--- src/rtl/mux_pipe_nto1.sv ---
// mux_pipe_nto1: two-stage registered N-to-1 word mux with valid/ready back-pressure and scan mode
// Ports:
//   clk, rst_n          clock, asynchronous active-low reset
//   in_data             N packed words, word k = in_data[k*WIDTH +: WIDTH]
//   in_sel / in_mode    direct select index / 1 = use internal scan pointer instead
//   scan_clr            synchronous clear of the scan pointer
//   in_valid, in_ready  request handshake
//   out_data, out_sel   selected word and the index that produced it
//   out_valid, out_ready output handshake
module mux_pipe_nto1 #(
    parameter int WIDTH = 32,
    parameter int N     = 32,
    parameter int GROUP = 8
) (
    input  logic                   clk,
    input  logic                   rst_n,
    input  logic [N*WIDTH-1:0]     in_data,
    input  logic [$clog2(N)-1:0]   in_sel,
    input  logic                   in_mode,
    input  logic                   scan_clr,
    input  logic                   in_valid,
    output logic                   in_ready,
    output logic [WIDTH-1:0]       out_data,
    output logic [$clog2(N)-1:0]   out_sel,
    output logic                   out_valid,
    input  logic                   out_ready
);
    localparam int SEL_W  = $clog2(N);
    localparam int GSEL_W = $clog2(GROUP);
    localparam int NG     = N / GROUP;
    localparam int HI_W   = NG > 1 ? $clog2(NG) : 1;
    logic [WIDTH-1:0] w_word [N];
    // Sized to a power of two so the final select needs no special case when N == GROUP;
    // entries at or above NG are never written and stay zero.
    logic [WIDTH-1:0] r_grp [2**HI_W];
    logic [HI_W-1:0]  r_s1_hi;
    logic [SEL_W-1:0] r_s1_sel;
    logic             r_s1_valid;
    logic [SEL_W-1:0] r_scan_ptr;
    logic [SEL_W-1:0] w_eff_sel;
    logic [SEL_W-1:0] w_lo;
    logic [HI_W-1:0]  w_hi;
    logic             w_s2_free;
    logic             w_s1_adv;
    logic             w_accept;
    for (genvar k = 0; k < N; k++) begin : g_word
        assign w_word[k] = in_data[k*WIDTH +: WIDTH];
    end
    assign w_eff_sel = in_mode ? r_scan_ptr : in_sel;
    assign w_lo      = w_eff_sel & SEL_W'(GROUP - 1);
    assign w_hi      = HI_W'(w_eff_sel >> GSEL_W);
    assign w_s2_free = !out_valid | out_ready;
    assign w_s1_adv  = r_s1_valid & w_s2_free;
    assign in_ready  = !r_s1_valid | w_s2_free;
    assign w_accept  = in_valid & in_ready;
    always_ff @(posedge clk or negedge rst_n) begin
        if (!rst_n) begin
            for (int g = 0; g < 2**HI_W; g++) r_grp[g] <= '0;
            r_s1_hi    <= '0;
            r_s1_sel   <= '0;
            r_s1_valid <= 1'b0;
            out_data   <= '0;
            out_sel    <= '0;
            out_valid  <= 1'b0;
            r_scan_ptr <= '0;
        end else begin
            if (w_accept) begin
                // group bases are GROUP-aligned, so OR-ing the low select bits forms the word index
                for (int g = 0; g < NG; g++) r_grp[g] <= w_word[SEL_W'(g*GROUP) | w_lo];
                r_s1_hi  <= w_hi;
                r_s1_sel <= w_eff_sel;
            end
            r_s1_valid <= w_accept | (r_s1_valid & !w_s1_adv);
            if (w_s1_adv) begin
                out_data <= r_grp[r_s1_hi];
                out_sel  <= r_s1_sel;
            end
            out_valid <= w_s1_adv | (out_valid & !out_ready);
            // N is a power of two, so the increment wraps from N-1 to 0 on its own
            r_scan_ptr <= scan_clr ? '0 : (w_accept & in_mode) ? r_scan_ptr + SEL_W'(1) : r_scan_ptr;
        end
    end
endmodule

--- config.mk ---
export PLATFORM = sky130hd
export DESIGN_NAME = mux_pipe_nto1
export DESIGN_NICKNAME = d
export VERILOG_FILES = /design/src/rtl/mux_pipe_nto1.sv
export SDC_FILE = /design/constraint.sdc
export NUM_CORES = 1
export LEC_CHECK = 0
export CAP_MARGIN = 40
export CELL_PAD_IN_SITES_DETAIL_PLACEMENT = 1
export CELL_PAD_IN_SITES_GLOBAL_PLACEMENT = 1
export CORE_AREA = 2 2 421 423
export DETAILED_ROUTE_END_ITERATION = 10
export DIE_AREA = 0 0 423 425
export PLACE_DENSITY = 0.47
export SLEW_MARGIN = 20
export SYNTH_ARGS = -nofsm -noshare
export SYNTH_HDL_FRONTEND = slang
export SYNTH_SLANG_ARGS = --single-unit
--- constraint.sdc ---
create_clock -name clk -period 3.9 [get_ports clk]
set_input_delay 0.78 -clock clk [delete_from_list [all_inputs] [get_ports clk]]
set_output_delay 0.78 -clock clk [all_outputs]
set_load 0.005 [all_outputs]
Word-level counts from Yosys, hierarchy flattened
Cells that the tools add are included.
Word-level totals
  bits in registers: 179
  input port bits: 1035
  output and inout port bits: 39
Cells by class
  add/sub/neg operators: 1
  magnitude comparators: 5
  muxes and demuxes: 18
  bitwise logic cells: 14
  reduce and logical (&&, ||, !) cells: 5
Operators with widths (count)
  $bmux 32 s5: 4
  $mux 32: 10
  $bmux 32 s2: 1
  $ge 6x6->1 const B: 4
  $mux 5: 3
  $not 5->6: 2
  $not 3->6: 1
  $not 4->6: 1
  $add 5x1->5 const B: 1
  $and 1x1->1: 5
  $logic_not 1->1: 4
  $or 1x1->1: 4
  $ge 3x3->1 const B: 1
  $not 2->3: 1
  $reduce_bool 2->1: 1

Logic depth before layout (Yosys ltp)
  depth in word-level cells: 7
  gate-level depth with buffers: 9

Worst setup path after synthesis
OpenSTA, ideal clock, no wires.
  path type: input to register
  start: in in_sel[0]
  end: reg r_grp[67] in the netlist's numbering
  library setup time: 119 ps
  arrival: 2042 ps
  path slack: 1739 ps
  cell stages on the path: 8
  path buffers: 3
  cells stage by stage: buf_4 > mux2_4 > buf_6 > buf_6 > mux2_4 > o22ai_1 > a31oi_1 > o21a_1
Between the ends
  cells in the longest elaborated chain, start to end: 5
Ends and longest elaborated chain
  start: declaration: RTL line 18  | input logic [$clog2(N)-1:0] in_sel,
  $mux 5: RTL line 49  | assign w_eff_sel = in_mode ? r_scan_ptr : in_sel;
  $not 4->6 (not written as such): RTL line 69  | for (int g = 0; g < NG; g++) r_grp[g] <= w_word[SEL_W'(g*GROUP) | w_lo];
  $bmux 32 s5: RTL line 69
  $mux 32 (not written as such) (2 in a row): RTL line 69
  end: declaration: RTL line 35  | logic [WIDTH-1:0] r_grp [2**HI_W];
No other way between the ends. The select of a mux whose other input is x is not followed.
A chain may end at the register's enable or synchronous reset.

Worst setup path after layout
  start: in in_mode
  end: reg r_grp[127] in the netlist's numbering
Between the ends
  cells in the longest elaborated chain, start to end: 5
Ends and longest elaborated chain
  start: declaration: RTL line 19  | input logic in_mode,
  $mux 5: RTL line 49
  $not 3->6 (not written as such): RTL line 69
  $bmux 32 s5: RTL line 69
  $mux 32 (not written as such) (2 in a row): RTL line 69
No other way between the ends. The select of a mux whose other input is x is not followed.

==> results.md <==
- Status: complete, no violations
- Fraction of layout cells with a size suffix above 1: 11.1%
- CP Buf/Inv Count: 4
- I/O Pins: 1074
- DP Cell Count: ~5700
- Crit path largest cell delay: approximately 0.60 ns
- CTS resizes: 0
- Startpoint class of the critical path: input pin
- Met2 wire len: 93.9 mm
- CTS Hold Bufs: 0
- Cells taking the most area after synthesis: dfrtp_1 (24%), nand2_1 (11%), nor2b_1 (8.6%)
- Reg2Reg Depth: 5
- Height of the die: around 430 um
- Worst Tran Pin Value: 0.970 ns
- Combinational share of power: 47.1%
- Worst-path fanout max: 112
- Critical Path End Type: flip-flop
- Clock power share: between 20% and 30%
- CTS buffer count: 17
- # DRC: 0
- Final number of setup-violating endpoints: 0
- # rows: 154
- Worst-Skew Late Latency: between 0.5 and 0.6 ns
- Warning count from the yosys run: 0
- Switching share of power: 41.6%
- Initial DRC count: 1687
- Detail Route Antenna Nets: 0
- Core area: 0.175 mm2
- Layout net count: 4452
- Final hold vios: 0
- RSZ-0062 raised after global routing: false
- Crit path from: in_mode
- Initial Util: 10.6%
- Max Cap Viol: 0
- #FFs+latches synth: about 180
- Cell variety after synth: 44
- Top-count cell post-synth: nand2_1
- Yosys top cell by area: dfrtp_1
- Slowest cell on the critical path: clkdlybuf4s50_1
- Top cell type's share of synthesized area: 23.9%
- Initial antenna violation count: 66
- Total power: 9.76 mW
- Detailed placement HPWL: 149 mm
- Setup TNS: 0 ns
- CTS Sinks: 177
- Final worst slack: 0.857 ns
- Max IR drop VDD: 0.000292 V
- Port buffer count: about 1100
- Placed inst area: 0.0324 mm2
- Psw: 4.06 mW
- Met1 Wirelength: 78.3 mm
- Sequential cell area fraction in the yosys report: 23.9%
- Peak Freq: 329 MHz
- Synthesized area: 0.0185 mm2
- Clock-pin slew on the worst setup and hold paths: 0.08 ns
- Clk_skew: 0.0197 ns
- Total number of vias: 24500
- Reg2reg start: r_scan_ptr[0]
- Pre-CTS setup slack: 0.186 ns
- Leak: 11.3 nW
- GR Overflow Total: 0
- Clock tree from TritonCTS: done
- Drt pass-1 iters: 5
- Highest metal used: met5
- Worst Hold Class: input pin to async pin
- Clock tree root buffer cell: clkbuf_16
- Largest net degree at the start of global routing: 113
- Total wire length: approximately 180 mm
- Count of final max-slew check failures: 0
- Req. time, crit path: 4.36 ns
- Number of synthesized flops with an enable pin: 0
- Worst path cell trace: clkdlybuf4s50_1 -> buf_4 -> mux2i_4 -> buf_12 -> a21oi_1 -> a21oi_1 -> buf_4 -> o221a_2
- Die Area: 0.180 mm2
- Syn nets: between 3000 and 4000
- Fin crit share: about four fifths
- Post-synth top cells: nand2_1 (527), a21oi_1 (263), nor2b_1 (255), o22ai_1 (224), dfrtp_1 (177)
- Global Route Usage Sum: 19.8%
- Clock Tree Buf Depth: 2
- Synth-to-Final Area Change: 78.5%
- Post-CTS Setup Bufs: 0
- Top delay family on crit path: buffers and inverters
- Die Wd: 423 um
- Sequential Power Share: 31.4%
- Slew margin rel.: 35.3%
- Cell count after synthesis: ~2500
- Wire per inst: 31.9 um
- H-tree depth: 4
- Routed wire length on met3: ~9.0 mm
- Synth Flop Type: dfrtp_1
- Critical path class: input pin to flip-flop
- Vias per cell: approximately 4.2
- First-pass GRT wire length: 241 mm
- Placer congestion estimate: 0.887
- P per Cell Area: 295 mW/mm2
- Tmin final: 3.04 ns
- Final Cell Area: 0.0331 mm2
- Syn Area/Cell: ~7.5 um2
- Number of global-route vias before repair: 25400
- Reg-to-reg slack, setup: 0.88 ns
- Internal Power: 5.70 mW
- Crit path DAT: 3.51 ns
- RR Endpoint: r_grp[56]
- Ys async rst share: 100%
- Post-route insts no fill: 5797
==> state kept, by name, summed over array words and instances, names as in the netlist <==
register and flops:
r_s1_sel 5, r_grp 128, r_s1_valid 1, out_valid 1
r_scan_ptr 5, out_data 32, out_sel 5
==> metal layers <==
metal	vias to the layer above	GRT usage [%]
met5	-	0
met4	18	4.50
met3	128	3.67
met2	807	35.1
met1	12500	24.7
li1	11000	-
==> cell type report <==
| class | instances | area, um2 |
|---|---|---|
| tap | 2340 | 2930 |
| antenna | 29 | 72.6 |
| sequential | 177 | 4440 |
| multi-input combinational | 2025 | 13000 |
| clock inverter | 11 | 154 |
| clock buffer | 20 | 447 |
| inverter | 2 | 7.51 |
| fill | 20600 | 142000 |
| timing repair buffer | 1193 | 12100 |
==> per-stage QoR <==
step | hold WS [ns] | util (%)
after CTS | 0.319 | 18.8
after detailed placement | 0.470 | 18.5
after floorplan | 0.443 | -
after global placement | 0.458 | 18.5
after global routing | 0.334 | 18.8
final | 0.336 | 18.9
==> power groups by stage <==
stage	sequential [mW]	combinational, mW	clock (mW)
2_1_floorplan	2.47	2.00	0
3_3_place_gp	3.20	4.61	0
3_5_place_dp	3.20	4.63	0
4_1_cts	3.17	4.65	2.26
5_1_grt	3.15	4.95	2.27
6_report	3.07	4.60	2.10
==> how the worst max path moves through the flow <==
| stage | to | depth (start not counted) | slack, ns |
|---|---|---|---|
| CTS | r_grp[12] | 6 | 0.77 |
| floorplan | r_grp[67] | 8 | 1.74 |
| finish | r_grp[127] | 8 | 0.86 |
| global route | r_grp[12] | 9 | 0.67 |
| detailed placement | r_grp[12] | 9 | 0.19 |
| global placement | r_grp[12] | 9 | 0.15 |
==> cell usage in the layout, fill, tap and decap left out, drive strengths merged, types with 96 or more instances in the layout <==
master,instances
o22ai,224
nor2b,255
o21a,96
dfrtp,177
a31oi,98
mux2,134
nand2,528
a21oi,263
nand3,133
clkdlybuf4s50,1071
buf,122
a22oi,127
==> cell families after synthesis <==
family | count (synthesis) | share of synthesized area [%]
mux | 199 | 14.1
fa+ha+maj | 1 | 0.0675
xor+xnor | 3 | 0.142
simple gates | 945 | 23.8
flops | 177 | 23.9
compound gates | 877 | 31.4
buf+inv | 254 | 6.61
Power figures use the tool's default switching activity.
